### config.mk
export PLATFORM = sky130hd
export DESIGN_NAME = winograd_pad_bridge_flat
export DESIGN_NICKNAME = d
export VERILOG_FILES = /design/src/rtl/winograd_pad_bridge_if.sv /design/src/rtl/winograd_pad_bridge.sv /design/src/flat_wrapper.sv
export SDC_FILE = /design/constraint.sdc
export NUM_CORES = 1
export LEC_CHECK = 0
export CAP_MARGIN = 5
export CORE_MARGIN = 4
export CORE_UTILIZATION = 57
export CTS_CLUSTER_SIZE = 10
export DETAILED_ROUTE_END_ITERATION = 16
export GPL_TIMING_DRIVEN = 1
export PLACE_DENSITY_LB_ADDON = 0.12
export SLEW_MARGIN = 40
export SYNTH_ARGS = -nofsm -noshare
export SYNTH_HDL_FRONTEND = slang
export SYNTH_SLANG_ARGS = --single-unit
### constraint.sdc
create_clock -name clk -period 10.35 [get_ports clk]
set_input_delay 2.07 -clock clk [delete_from_list [all_inputs] [get_ports clk]]
set_output_delay 2.07 -clock clk [all_outputs]
set_load 0.01 [all_outputs]
### src/rtl/winograd_pad_bridge_if.sv
// Pad/core bus bundle for winograd_pad_bridge.
// The master modport is the bridge side; slave is the pads plus core around it.
interface winograd_pad_bridge_if #(
    parameter int unsigned PAD_W      = 10,
    parameter int unsigned CORE_IN_W  = 40,
    parameter int unsigned CORE_OUT_W = 30
);
    // Input pads
    logic [PAD_W-1:0]      D;
    logic                  D_VLD;
    logic                  D_SOF;
    // Output pads
    logic [PAD_W-1:0]      Z;
    logic                  Z_VLD;
    logic                  Z_SOF;
    // Core input stream
    logic [CORE_IN_W-1:0]  in_data;
    logic                  in_valid;
    logic                  in_ready;
    // Core output stream
    logic [CORE_OUT_W-1:0] out_data;
    logic                  out_valid;
    logic                  out_ready;
    // Sticky status
    logic                  ovf;
    logic                  misalign;

    modport master (
        input  D, D_VLD, D_SOF, in_ready, out_data, out_valid,
        output Z, Z_VLD, Z_SOF, in_data, in_valid, out_ready, ovf, misalign
    );

    modport slave (
        output D, D_VLD, D_SOF, in_ready, out_data, out_valid,
        input  Z, Z_VLD, Z_SOF, in_data, in_valid, out_ready, ovf, misalign
    );
endinterface

### src/rtl/winograd_pad_bridge.sv
// Pad-side bridge: reassembles D-pad beats into core input words through a small
// FIFO, and serialises core results onto the Z pads with a start-of-frame marker.
// Optional feature macro: PAD_BRIDGE_LOOPBACK_EN adds the lpbk port, which routes
// the FIFO head straight into the serialiser instead of the core.
module winograd_pad_bridge #(
    parameter int unsigned PAD_W      = 10,
    parameter int unsigned CORE_IN_W  = 40,
    parameter int unsigned CORE_OUT_W = 30,
    parameter int unsigned FIFO_DEPTH = 4
) (
    input  logic                  clk,
    input  logic                  rst,
`ifdef PAD_BRIDGE_LOOPBACK_EN
    input  logic                  lpbk,
`endif
    winograd_pad_bridge_if.master bus
);
    localparam int unsigned BEATS_IN  = CORE_IN_W / PAD_W;
    localparam int unsigned BEATS_OUT = CORE_OUT_W / PAD_W;
    localparam int unsigned BCW       = $clog2(BEATS_IN);
    localparam int unsigned RW        = $clog2(BEATS_OUT);
    localparam int unsigned AW        = $clog2(FIFO_DEPTH);

    typedef enum logic [0:0] {StIdle, StShift} ser_state_e;

    // ---------------- Deserialiser ----------------
    logic [BCW-1:0]       bcnt_q, bcnt_d, beat_idx;
    logic [CORE_IN_W-1:0] asm_q, asm_d;
    logic                 misalign_q, misalign_d;
    logic                 push_req;

    // Place the incoming beat into the word; SOF always restarts at beat 0.
    always_comb begin
        beat_idx   = bus.D_SOF ? '0 : bcnt_q;
        asm_d      = asm_q;
        asm_d[beat_idx*PAD_W +: PAD_W] = bus.D;
        push_req   = bus.D_VLD && (beat_idx == BCW'(BEATS_IN - 1));
        bcnt_d     = bcnt_q;
        misalign_d = misalign_q;
        if (bus.D_VLD) begin
            bcnt_d = push_req ? '0 : beat_idx + 1'b1;
            if (bus.D_SOF && (bcnt_q != '0)) begin
                misalign_d = 1'b1;
            end
        end
    end

    // Beat counter, assembly register and sticky misalign flag.
    always_ff @(posedge clk or posedge rst) begin
        if (rst) begin
            bcnt_q     <= '0;
            asm_q      <= '0;
            misalign_q <= 1'b0;
        end else begin
            bcnt_q     <= bcnt_d;
            misalign_q <= misalign_d;
            if (bus.D_VLD) begin
                asm_q <= asm_d;
            end
        end
    end

    // ---------------- Input FIFO ----------------
    logic [CORE_IN_W-1:0] mem_q [FIFO_DEPTH];
    logic [AW:0]          wptr_q, rptr_q;
    logic [CORE_IN_W-1:0] head;
    logic                 fifo_empty, fifo_full;
    logic                 pop, push_ok, ovf_q;

    assign head       = mem_q[rptr_q[AW-1:0]];
    assign fifo_empty = (wptr_q == rptr_q);
    assign fifo_full  = (wptr_q[AW] != rptr_q[AW]) && (wptr_q[AW-1:0] == rptr_q[AW-1:0]);
    // A pop in the same cycle frees the slot the push needs.
    assign push_ok    = push_req && (!fifo_full || pop);

    // FIFO storage, pointers and sticky overflow flag.
    always_ff @(posedge clk or posedge rst) begin
        if (rst) begin
            for (int unsigned i = 0; i < FIFO_DEPTH; i++) begin
                mem_q[i] <= '0;
            end
            wptr_q <= '0;
            rptr_q <= '0;
            ovf_q  <= 1'b0;
        end else begin
            if (push_ok) begin
                mem_q[wptr_q[AW-1:0]] <= asm_d;
                wptr_q                <= wptr_q + 1'b1;
            end
            if (pop) begin
                rptr_q <= rptr_q + 1'b1;
            end
            if (push_req && !push_ok) begin
                ovf_q <= 1'b1;
            end
        end
    end

    // ---------------- Serialiser ----------------
    ser_state_e            state_q, state_d;
    logic [RW-1:0]         rem_q, rem_d;
    logic [CORE_OUT_W-1:0] sh_q, sh_d;
    logic [PAD_W-1:0]      z_q, z_d;
    logic                  z_vld_q, z_vld_d, z_sof_q, z_sof_d;
    logic                  ser_ready, capture, src_valid, lb_on;
    logic [CORE_OUT_W-1:0] src_data;

    // rem counts beats still in the shift register; rem == 0 in StShift means the
    // last beat is on Z now, so a new word can be captured without a gap.
    assign ser_ready = (state_q == StIdle) || (rem_q == '0);
    assign capture   = src_valid && ser_ready;

    // Serialiser source: the core, or the FIFO head when looped back.
    always_comb begin
`ifdef PAD_BRIDGE_LOOPBACK_EN
        lb_on = lpbk;
        if (lpbk) begin
            src_valid = !fifo_empty;
            src_data  = CORE_OUT_W'(head);
            pop       = capture;
        end else begin
            src_valid = bus.out_valid;
            src_data  = bus.out_data;
            pop       = !fifo_empty && bus.in_ready;
        end
`else
        lb_on     = 1'b0;
        src_valid = bus.out_valid;
        src_data  = bus.out_data;
        pop       = !fifo_empty && bus.in_ready;
`endif
    end

    // Next-state and next-beat selection for the serialiser FSM.
    always_comb begin
        state_d = state_q;
        rem_d   = rem_q;
        sh_d    = sh_q;
        z_d     = z_q;
        z_vld_d = 1'b0;
        z_sof_d = 1'b0;
        if (capture) begin
            z_d     = src_data[PAD_W-1:0];
            z_vld_d = 1'b1;
            z_sof_d = 1'b1;
            sh_d    = src_data >> PAD_W;
            rem_d   = RW'(BEATS_OUT - 1);
            state_d = StShift;
        end else if (state_q == StShift) begin
            if (rem_q == '0) begin
                state_d = StIdle;
            end else begin
                z_d     = sh_q[PAD_W-1:0];
                z_vld_d = 1'b1;
                sh_d    = sh_q >> PAD_W;
                rem_d   = rem_q - 1'b1;
            end
        end
    end

    // Serialiser state and registered Z pad outputs.
    always_ff @(posedge clk or posedge rst) begin
        if (rst) begin
            state_q <= StIdle;
            rem_q   <= '0;
            sh_q    <= '0;
            z_q     <= '0;
            z_vld_q <= 1'b0;
            z_sof_q <= 1'b0;
        end else begin
            state_q <= state_d;
            rem_q   <= rem_d;
            sh_q    <= sh_d;
            z_q     <= z_d;
            z_vld_q <= z_vld_d;
            z_sof_q <= z_sof_d;
        end
    end

    assign bus.Z         = z_q;
    assign bus.Z_VLD     = z_vld_q;
    assign bus.Z_SOF     = z_sof_q;
    assign bus.in_data   = head;
    assign bus.in_valid  = !lb_on && !fifo_empty;
    assign bus.out_ready = !lb_on && ser_ready;
    assign bus.ovf       = ovf_q;
    assign bus.misalign  = misalign_q;
endmodule

### src/flat_wrapper.sv
// flat-port wrapper written by rule: the top's interface ports become plain ports
module winograd_pad_bridge_flat 
#(
    parameter int unsigned PAD_W      = 10,
    parameter int unsigned CORE_IN_W  = 40,
    parameter int unsigned CORE_OUT_W = 30,
    parameter int unsigned FIFO_DEPTH = 4
)
  (clk, rst, bus_D, bus_D_VLD, bus_D_SOF, bus_in_ready, bus_out_data, bus_out_valid, bus_Z, bus_Z_VLD, bus_Z_SOF, bus_in_data, bus_in_valid, bus_out_ready, bus_ovf, bus_misalign);
  winograd_pad_bridge_if #(.PAD_W(PAD_W), .CORE_IN_W(CORE_IN_W), .CORE_OUT_W(CORE_OUT_W)) bus_i ();
  input  logic clk;
  input  logic rst;
  input wire logic [$bits(bus_i.D)-1:0] bus_D;
  input wire logic [$bits(bus_i.D_VLD)-1:0] bus_D_VLD;
  input wire logic [$bits(bus_i.D_SOF)-1:0] bus_D_SOF;
  input wire logic [$bits(bus_i.in_ready)-1:0] bus_in_ready;
  input wire logic [$bits(bus_i.out_data)-1:0] bus_out_data;
  input wire logic [$bits(bus_i.out_valid)-1:0] bus_out_valid;
  output wire logic [$bits(bus_i.Z)-1:0] bus_Z;
  output wire logic [$bits(bus_i.Z_VLD)-1:0] bus_Z_VLD;
  output wire logic [$bits(bus_i.Z_SOF)-1:0] bus_Z_SOF;
  output wire logic [$bits(bus_i.in_data)-1:0] bus_in_data;
  output wire logic [$bits(bus_i.in_valid)-1:0] bus_in_valid;
  output wire logic [$bits(bus_i.out_ready)-1:0] bus_out_ready;
  output wire logic [$bits(bus_i.ovf)-1:0] bus_ovf;
  output wire logic [$bits(bus_i.misalign)-1:0] bus_misalign;
  assign bus_i.D = bus_D;
  assign bus_i.D_VLD = bus_D_VLD;
  assign bus_i.D_SOF = bus_D_SOF;
  assign bus_i.in_ready = bus_in_ready;
  assign bus_i.out_data = bus_out_data;
  assign bus_i.out_valid = bus_out_valid;
  assign bus_Z = bus_i.Z;
  assign bus_Z_VLD = bus_i.Z_VLD;
  assign bus_Z_SOF = bus_i.Z_SOF;
  assign bus_in_data = bus_i.in_data;
  assign bus_in_valid = bus_i.in_valid;
  assign bus_out_ready = bus_i.out_ready;
  assign bus_ovf = bus_i.ovf;
  assign bus_misalign = bus_i.misalign;
  winograd_pad_bridge #(.PAD_W(PAD_W), .CORE_IN_W(CORE_IN_W), .CORE_OUT_W(CORE_OUT_W), .FIFO_DEPTH(FIFO_DEPTH)) u_core (.clk(clk), .rst(rst), .bus(bus_i));
endmodule
==> results of run 1 <==
==> placed cells by master, fill, tap and decap left out, drive strengths merged, types with 6 or more instances in the layout <==
cell,count
dfrtp,235
nand2,187
o21ai,179
clkdlybuf4s50,100
nor2,69
a21oi,43
mux4,42
mux2i,38
clkbuf,30
a22oi,16
inv,15
ha,11
buf,11
nand3,11
a31oi,8
a22o,8
and3,7
and2,6
o22ai,6
nand4,6
nand2b,6
==> layer usage <==
layer | up-vias | share of wire
met5 | - | 0
li1 | 3742 | -
met1 | 3880 | 0.46
met2 | 279 | 0.45
met3 | 52 | 0.071
met4 | 0 | 0.019
==> sequential cells by signal, summed over array words and instances (netlist names) <==
register	flops
u_core.bcnt_q	2
u_core.bus.Z_SOF	1
u_core.wptr_q	3
u_core.rem_q	2
u_core.asm_q	31
u_core.mem_q	160
u_core.rptr_q	3
u_core.bus.ovf	1
u_core.sh_q	20
u_core.bus.Z	10
u_core.state_q	1
u_core.bus.misalign	1
==> worst max-delay path by stage <==
stage | startpoint | end | slack (ns)
2_1_floorplan | rst | u_core.asm_q[0] | 1.83
4_1_cts | bus_D_SOF | u_core.mem_q[147] | 5.00
5_1_grt | bus_D_SOF | u_core.mem_q[55] | 4.85
3_5_place_dp | bus_D_SOF | u_core.mem_q[135] | 4.50
6_report | bus_D_SOF | u_core.mem_q[135] | 5.17
3_3_place_gp | bus_D_SOF | u_core.mem_q[135] | 4.59
==> power by group <==
| part | internal, mW | switching, mW |
|---|---|---|
| Clock | 0.460 | 0.337 |
| Combinational | 0.411 | 0.471 |
| Sequential | 1.12 | 0.102 |
==> layout make-up <==
type                    instances  area share
clock buffers                  30      0.0548
clock inverters                 1    0.000399
inverters                      16     0.00599
multi-input cells             695       0.359
flip-flops and latches        235       0.469
well taps                     234      0.0234
repair buffers                111      0.0868
==> kinds of logic (layout without fill, tap and decap cells) <==
kind of cell	Yosys count	count (layout)	synth area share
DFF	235	235	0.541
buffers and inverters	91	158	0.0445
adders and majority gates	11	11	0.0127
muxes	82	82	0.125
xor gates and xnor gates	7	7	0.00565
and+or+nand+nor	312	312	0.123
AOI/OAI and AO/OA	283	283	0.148
==> stage by stage <==
stage               area, um2  utilization  instances
floorplan               10900            -       1021
global placement        11800        0.632       1291
detailed placement      11800        0.633       1291
CTS                     12500        0.670       1322
global route            12500        0.670       1322
finish                  12500        0.670       1322
==> flow_summary.json, run 1 <==
{
  "fin_hold_ws_ns": 0.465,
  "start_kind": "input port",
  "hold_depth": 1,
  "yosysWarnings": 0,
  "crit_path_max_incr_delay_ns": 0.67,
  "ys_seq_elements": 235,
  "hpwl_um": 16700,
  "crit_family": "buffers and inverters",
  "power_density_nw_per_um2": 231,
  "grt_util_met2": 0.377,
  "pre_cts_slack_ns": 4.50,
  "synth_top_area_frac": 0.541,
  "rr_endpoint": "u_core.mem_q[135]",
  "critPathRequiredTime_ns": 10.73,
  "cts-hold-fix-buffers": 0,
  "gr-total-overflow": 0,
  "met1_usage": 0.374,
  "ir_drop_uv": 131,
  "skew_ns": 0.0178,
  "synth_common_cells": "235 x dfrtp_1, 187 x nand2_1, 176 x o21ai_0",
  "grt_pass1_vias": 8094,
  "routed_via_density": 6.02,
  "cp.depth": 8,
  "use_met3": 0.0453,
  "yosysTopAreaCell": "dfrtp_1",
  "wl_per_cell_um": 19.4,
  "synth_edf_count": 0,
  "vias": 7953,
  "synth.most_common_cell": "dfrtp_1",
  "start_util": 0.581,
  "diodes": 0,
  "crit_chain": "clkdlybuf4s50_1, nand2b_2, ha_1, clkinv_1, nand3_1, o22ai_1, o21ai_0, a31oi_1",
  "cap_viol_max_count": 0,
  "antenna_found_initial": 0,
  "post_cts_resized": 0,
  "fill_cells": 1471,
  "rsz0062_at_grt": "false",
  "drive_above_1_share": 0.0928,
  "tightest_slew_ns": 0.765,
  "end_kind": "flop",
  "async_reset_ff_frac": 1.00,
  "synthTopCellsByArea": "dfrtp_1 54%, mux4_2 8.7%, o21ai_0 8.1%",
  "drt_pass1_iterations": 5,
  "globalplace.congestion": 0.971,
  "hold-path-endpoint": "u_core.bus.misalign",
  "ff_latch_area_um2": 5880,
  "cts_tree": "built",
  "crit_buf_inv": 2,
  "dieArea_um2": 21300,
  "clock_path_buffers": 3,
  "grt_pass1_wl_um": 43200,
  "numPortBuffers": 101,
  "critical_path_arrival_ns": 5.56,
  "cts.clk_slew.worst_paths_ns": 0.05,
  "nets": 1143,
  "synthCells": 1021,
  "grtUsageTotal": 0.246,
  "hold_viol_final": 0,
  "avgSynthCellArea_um2": 10.6,
  "critPathSlowestCell": "clkinv_1",
  "period_needed_ns": 5.18,
  "p_total_mw": 2.90,
  "worstHoldStart": "u_core.bus.misalign",
  "syn_area_um2": 10900,
  "slew_headroom": 0.490,
  "synthToLayoutAreaGrowth_pct": 15.4,
  "slew_violations": 0,
  "multi_input_area_um2": 4500,
  "busiest_layer": "met2",
  "fp-row-count": 50,
  "min_path_type": "reg -> reg",
  "num_io_pins": 102,
  "synthFlopType": "dfrtp_1",
  "synth.distinct_cells": 57,
  "r2r_cells": 7,
  "syn_nets": 1078,
  "clk_latency_ns": 0.52,
  "numCtsBuffers": 27,
  "reg2reg_from": "u_core.bcnt_q[0]",
  "route.detailed.drc": 0,
  "status": "finished clean",
  "ant_nets": 0,
  "critPathKind": "in -> reg",
  "core_um2": 18700,
  "dr.first_iter.drc_count": 682,
  "cts_sinks": 235,
  "setup_viol": 0,
  "root_buffer": "clkbuf_16",
  "timing.setup.tns_ns": 0,
  "ys_seq_area_frac": 0.541,
  "leakage_nw": 5.42,
  "routed_wl_um": 25700,
  "fp.dieW_um": 146,
  "grt_max_degree": 136,
  "reg2reg_slack_ns": 6.89,
  "finalCritPeriodShare": 0.501,
  "post_cts_buffers": 0,
  "path_max_fanout": 21,
  "cts_max_level": 1,
  "die_y_um": 146,
  "worst_slack_ns": 5.17,
  "fmax_mhz": 193
}
Power figures use the tool's default switching activity.
==> inputs of run 2 (changes only) <==
==> constraint.sdc (replaced) <==
create_clock -name clk -period 5.04 [get_ports clk]
set_input_delay 1.008 -clock clk [delete_from_list [all_inputs] [get_ports clk]]
set_output_delay 1.008 -clock clk [all_outputs]
set_load 0.01 [all_outputs]
==> flow_summary.json, run 2 (synthesis results as in run 1) <==
{
  "fill_cells": 1420,
  "drt_pass1_iterations": 5,
  "numPortBuffers": 101,
  "hpwl_um": 17200,
  "cap_viol_max_count": 0,
  "grt_pass1_wl_um": 42500,
  "start_util": 0.581,
  "vias": 7956,
  "hold_viol_final": 0,
  "start_kind": "input port",
  "critPathKind": "in -> reg",
  "routed_via_density": 5.98,
  "largest_reg_flops": 160,
  "rsz0062_at_grt": "false",
  "route.detailed.drc": 0,
  "dieArea_um2": 21300,
  "path_max_fanout": 24,
  "die_y_um": 146,
  "routed_wl_um": 25500,
  "grt_pass1_vias": 7832,
  "fmax_mhz": 259,
  "antenna_found_initial": 0,
  "slew_violations": 0,
  "num_io_pins": 102,
  "wl_per_cell_um": 19.2,
  "cts_max_level": 1,
  "reg.largest.list": "u_core.mem_q: 160 flops, u_core.asm_q: 31 flops, u_core.sh_q: 20 flops",
  "period_needed_ns": 3.86,
  "numCtsBuffers": 27,
  "clock_path_buffers": 3,
  "grt_max_degree": 94,
  "final_cell_mix": "233 x dfrtp_1, 187 x nand2_1, 176 x o21ai_0, 100 x clkdlybuf4s50_1, 69 x nor2_1",
  "nets": 1150,
  "cts_sinks": 235,
  "cts-hold-fix-buffers": 0,
  "finalCritPeriodShare": 0.767,
  "ant_nets": 0,
  "worst_slack_ns": 1.18,
  "slew_headroom": 0.517,
  "post_cts_resized": 0,
  "ir_drop_uv": 274,
  "synthToLayoutAreaGrowth_pct": 16.7,
  "regMostFlops": "u_core.mem_q",
  "gr-total-overflow": 0,
  "tightest_slew_ns": 0.717,
  "fp-row-count": 50,
  "critPathRequiredTime_ns": 5.39,
  "grtUsageTotal": 0.243,
  "final_common_cell": "dfrtp_1",
  "setup_viol": 0,
  "pre_cts_slack_ns": 0.770,
  "power_density_nw_per_um2": 471,
  "clk_latency_ns": 0.51,
  "fp.dieW_um": 146,
  "end_kind": "flop",
  "diodes": 0,
  "cts_tree": "built",
  "core_um2": 18700,
  "status": "finished clean",
  "leakage_nw": 5.48,
  "root_buffer": "clkbuf_16",
  "drive_above_1_share": 0.0975,
  "globalplace.congestion": 0.943,
  "timing.setup.tns_ns": 0,
  "critical_path_arrival_ns": 4.22,
  "skew_ns": 0.00869,
  "min_path_type": "reg -> reg",
  "dr.first_iter.drc_count": 741,
  "post_cts_buffers": 0,
  "cts.clk_slew.worst_paths_ns": 0.06
}
run 2: cell count changes in the layout (fill, tap and decap cells not counted):
cell,change
buf_12,+3
buf_16,+2
clkbuf_1,+2
buf_4,+1
buf_6,+1
clkbuf_8,+1
clkinv_2,-1
clkinvlp_4,+1
dfrtp_2,-1
dfrtp_4,+1
inv_12,-1
nand2b_1,+1
nand2b_2,-1
run 2: critical path, stage by stage:
cell and delay, ns:
clkdlybuf4s50_1 0.49, nand2b_1 0.34, ha_1 0.83, mux4_2 0.72
and2_1 0.18, o21ai_0 0.44, o21ai_0 0.21
run 2: final timing paths:
| kind | from | slack [ns] | endpoint | depth (start not counted) |
|---|---|---|---|---|
| worst max-delay path | bus_D_SOF | 1.18 | u_core.mem_q[35] | 7 |
| worst min-delay path | u_core.bus.misalign | 0.47 | u_core.bus.misalign | 1 |
| worst max register to register | u_core.bcnt_q[0] | 1.81 | u_core.mem_q[35] | 6 |
| worst min register to register | u_core.bus.misalign | 0.47 | u_core.bus.misalign | 1 |
| max in group asynchronous | rst | 3.17 | u_core.mem_q[12] | 5 |
| min in group asynchronous | rst | 0.88 | u_core.mem_q[36] | 3 |
run 2: power breakdown:
part | leakage (nW) | internal, mW | total (mW) | switching, mW
combinational | 1.99 | 0.853 | 1.74 | 0.891
sequential | 3.15 | 2.29 | 2.58 | 0.287
clock | 0.346 | 0.965 | 1.65 | 0.687
total | 5.48 | 4.11 | 5.97 | 1.86
run 2: layout make-up:
cell class | count | area [um2] | area share
flip-flops and latches | 235 | 5890 | 0.464
multi-input cells | 695 | 4500 | 0.355
repair buffers | 118 | 1220 | 0.0964
clock buffers | 33 | 708 | 0.0559
well taps | 234 | 293 | 0.0231
inverters | 16 | 66.3 | 0.00523
run 2: routing by layer:
layer / up-vias / GRT usage / share of wire
li1: 3748 / - / -
met1: 3882 / 0.372 / 0.45
met4: 0 / 0.0532 / 0.019
met5: - / 0 / 0
met2: 283 / 0.370 / 0.46
met3: 43 / 0.0435 / 0.072
run 2: per-stage QoR:
stage / hold slack [ns] / total power, mW / instances / area [um2] / utilization
after global placement: 0.452 / 4.30 / 1296 / 11900 / 0.636
after floorplan: 0.443 / 3.70 / 1021 / 10900 / -
after CTS: 0.477 / 6.03 / 1331 / 12700 / 0.677
final: 0.472 / 5.97 / 1331 / 12700 / 0.678
after global routing: 0.492 / 6.33 / 1331 / 12700 / 0.678
after detailed placement: 0.462 / 4.36 / 1298 / 12000 / 0.639
==> inputs of run 3 (changes only) <==
==> constraint.sdc (replaced) <==
create_clock -name clk -period 3.85 [get_ports clk]
set_input_delay 0.77 -clock clk [delete_from_list [all_inputs] [get_ports clk]]
set_output_delay 0.77 -clock clk [all_outputs]
set_load 0.01 [all_outputs]
==> flow_summary.json, run 3 (synthesis results as in run 1) <==
{
  "fill_cells": 1426,
  "post_cts_resized": 0,
  "reg.largest.list": "u_core.mem_q: 160 flops, u_core.asm_q: 31 flops, u_core.sh_q: 20 flops",
  "fp.dieW_um": 146,
  "p_total_mw": 7.85,
  "core_um2": 18700,
  "diodes": 0,
  "reg2reg_from": "u_core.bcnt_q[0]",
  "ant_nets": 0,
  "vias": 7955,
  "slew_headroom": 0.584,
  "rsz0062_at_grt": "false",
  "routed_via_density": 5.92,
  "cts_max_level": 1,
  "drt_pass1_iterations": 5,
  "globalplace.congestion": 0.993,
  "clk_latency_ns": 0.51,
  "root_buffer": "clkbuf_16",
  "routed_wl_um": 25300,
  "ff_latch_area_um2": 5890,
  "leakage_nw": 5.53,
  "cap_viol_max_count": 0,
  "critical_path.startpoint": "u_core.rptr_q[1]",
  "fin_hold_ws_ns": 0.468,
  "cts_sinks": 235,
  "timing.setup.tns_ns": 0,
  "endpoint": "bus_in_data[32]",
  "tightest_slew_ns": 0.607,
  "drive_above_1_share": 0.107,
  "status": "finished clean",
  "clock_path_buffers": 3,
  "crit_family": "buffers and inverters",
  "regMostFlops": "u_core.mem_q",
  "dr.max_layer_used": "met4",
  "grt_pass1_wl_um": 42100,
  "die_y_um": 146,
  "r2r_cells": 9,
  "final_common_cell": "dfrtp_1",
  "ir_drop_uv": 316,
  "gr-total-overflow": 0,
  "setup_viol": 0,
  "route.met2.wl_um": 11300,
  "post_cts_buffers": 0,
  "grt_pass1_vias": 7960,
  "dr.first_iter.drc_count": 571,
  "route.detailed.drc": 0,
  "numCtsBuffers": 27,
  "cts.clk_slew.worst_paths_ns": 0.06,
  "path_max_fanout": 33,
  "multi_input_area_um2": 4500,
  "antenna_found_initial": 0,
  "cts_tree": "built",
  "crit_chain": "buf_4, mux4_2, clkdlybuf4s50_1",
  "final_cell_area_um2": 12700,
  "dpl_cell_area_um2": 12000,
  "end_kind": "output port",
  "numPortBuffers": 101,
  "largest_reg_flops": 160,
  "period_needed_ns": 3.24,
  "fmax_mhz": 309,
  "finalCritPeriodShare": 0.841,
  "crit_path_max_incr_delay_ns": 0.79,
  "synthToLayoutAreaGrowth_pct": 17.2,
  "start_kind": "flop",
  "grtUsageTotal": 0.239,
  "skew_ns": 0.00877,
  "critical_path_arrival_ns": 2.47,
  "reg2reg_slack_ns": 1.07,
  "cp.depth": 3,
  "start_util": 0.581,
  "power_density_nw_per_um2": 617,
  "nets": 1162,
  "slew_violations": 0,
  "critPathKind": "reg -> out",
  "wl_met3_um": 1730,
  "final_cell_mix": "233 x dfrtp_1, 187 x nand2_1, 176 x o21ai_0, 100 x clkdlybuf4s50_1, 69 x nor2_1",
  "hold_depth": 1,
  "utilization": 0.680,
  "min_path_type": "reg -> reg",
  "cts-hold-fix-buffers": 0,
  "crit_buf_inv": 2,
  "hold_viol_final": 0,
  "wl_met1_um": 11700,
  "grt_max_degree": 115,
  "fp-row-count": 50,
  "hpwl_um": 17000,
  "num_io_pins": 102,
  "rr_endpoint": "u_core.mem_q[114]",
  "dieArea_um2": 21300,
  "critPathRequiredTime_ns": 3.08,
  "critPathSlowestCell": "dfrtp_4",
  "wl_per_cell_um": 18.8
}
==> run 3: worst reg2reg max path: stages, from the launching register on <==
cell and delay (ns):
dfrtp_1 0.43, nand2b_1 0.11, buf_4 0.23, inv_4 0.17, ha_1 0.52, inv_1 0.13
nor4_1 0.48, o2bb2ai_1 0.17, o21ai_0 0.25, a21oi_1 0.22
==> run 3: metal layers <==
metal / vias to the layer above / track usage
met2: 267 / 0.368
met1: 3875 / 0.358
met5: - / 0
li1: 3767 / -
met4: 0 / 0.0555
met3: 46 / 0.0466
==> run 3: worst min-delay path by stage <==
stage	from	end	slack, ns
floorplan	u_core.mem_q[80]	u_core.mem_q[80]	0.44
global placement	u_core.sh_q[8]	u_core.bus.Z[8]	0.45
detailed placement	u_core.bus.misalign	u_core.bus.misalign	0.46
CTS	u_core.bus.misalign	u_core.bus.misalign	0.47
global route	u_core.bus.misalign	u_core.bus.misalign	0.48
finish	u_core.bus.misalign	u_core.bus.misalign	0.47
==> run 3: metrics by stage <==
step,setup WS [ns],std cells
after floorplan,0.00211,1021
after global placement,0.240,1310
after detailed placement,0.236,1310
after CTS,0.577,1343
after global routing,0.509,1343
final,0.613,1343
==> run 3: cell type report <==
type                       instances  area share
multi-input combinational        695       0.353
tap                              234      0.0230
inverter                          16     0.00521
timing repair buffer             130       0.100
clock buffer                      33      0.0556
sequential                       235       0.462
==> run 3: report_power, final <==
part	switching [mW]	total (mW)	internal, mW	leakage [nW]
combinational	1.19	2.33	1.13	2.03
sequential	0.366	3.37	3.00	3.15
clock	0.892	2.15	1.26	0.346
total	2.45	7.85	5.40	5.53
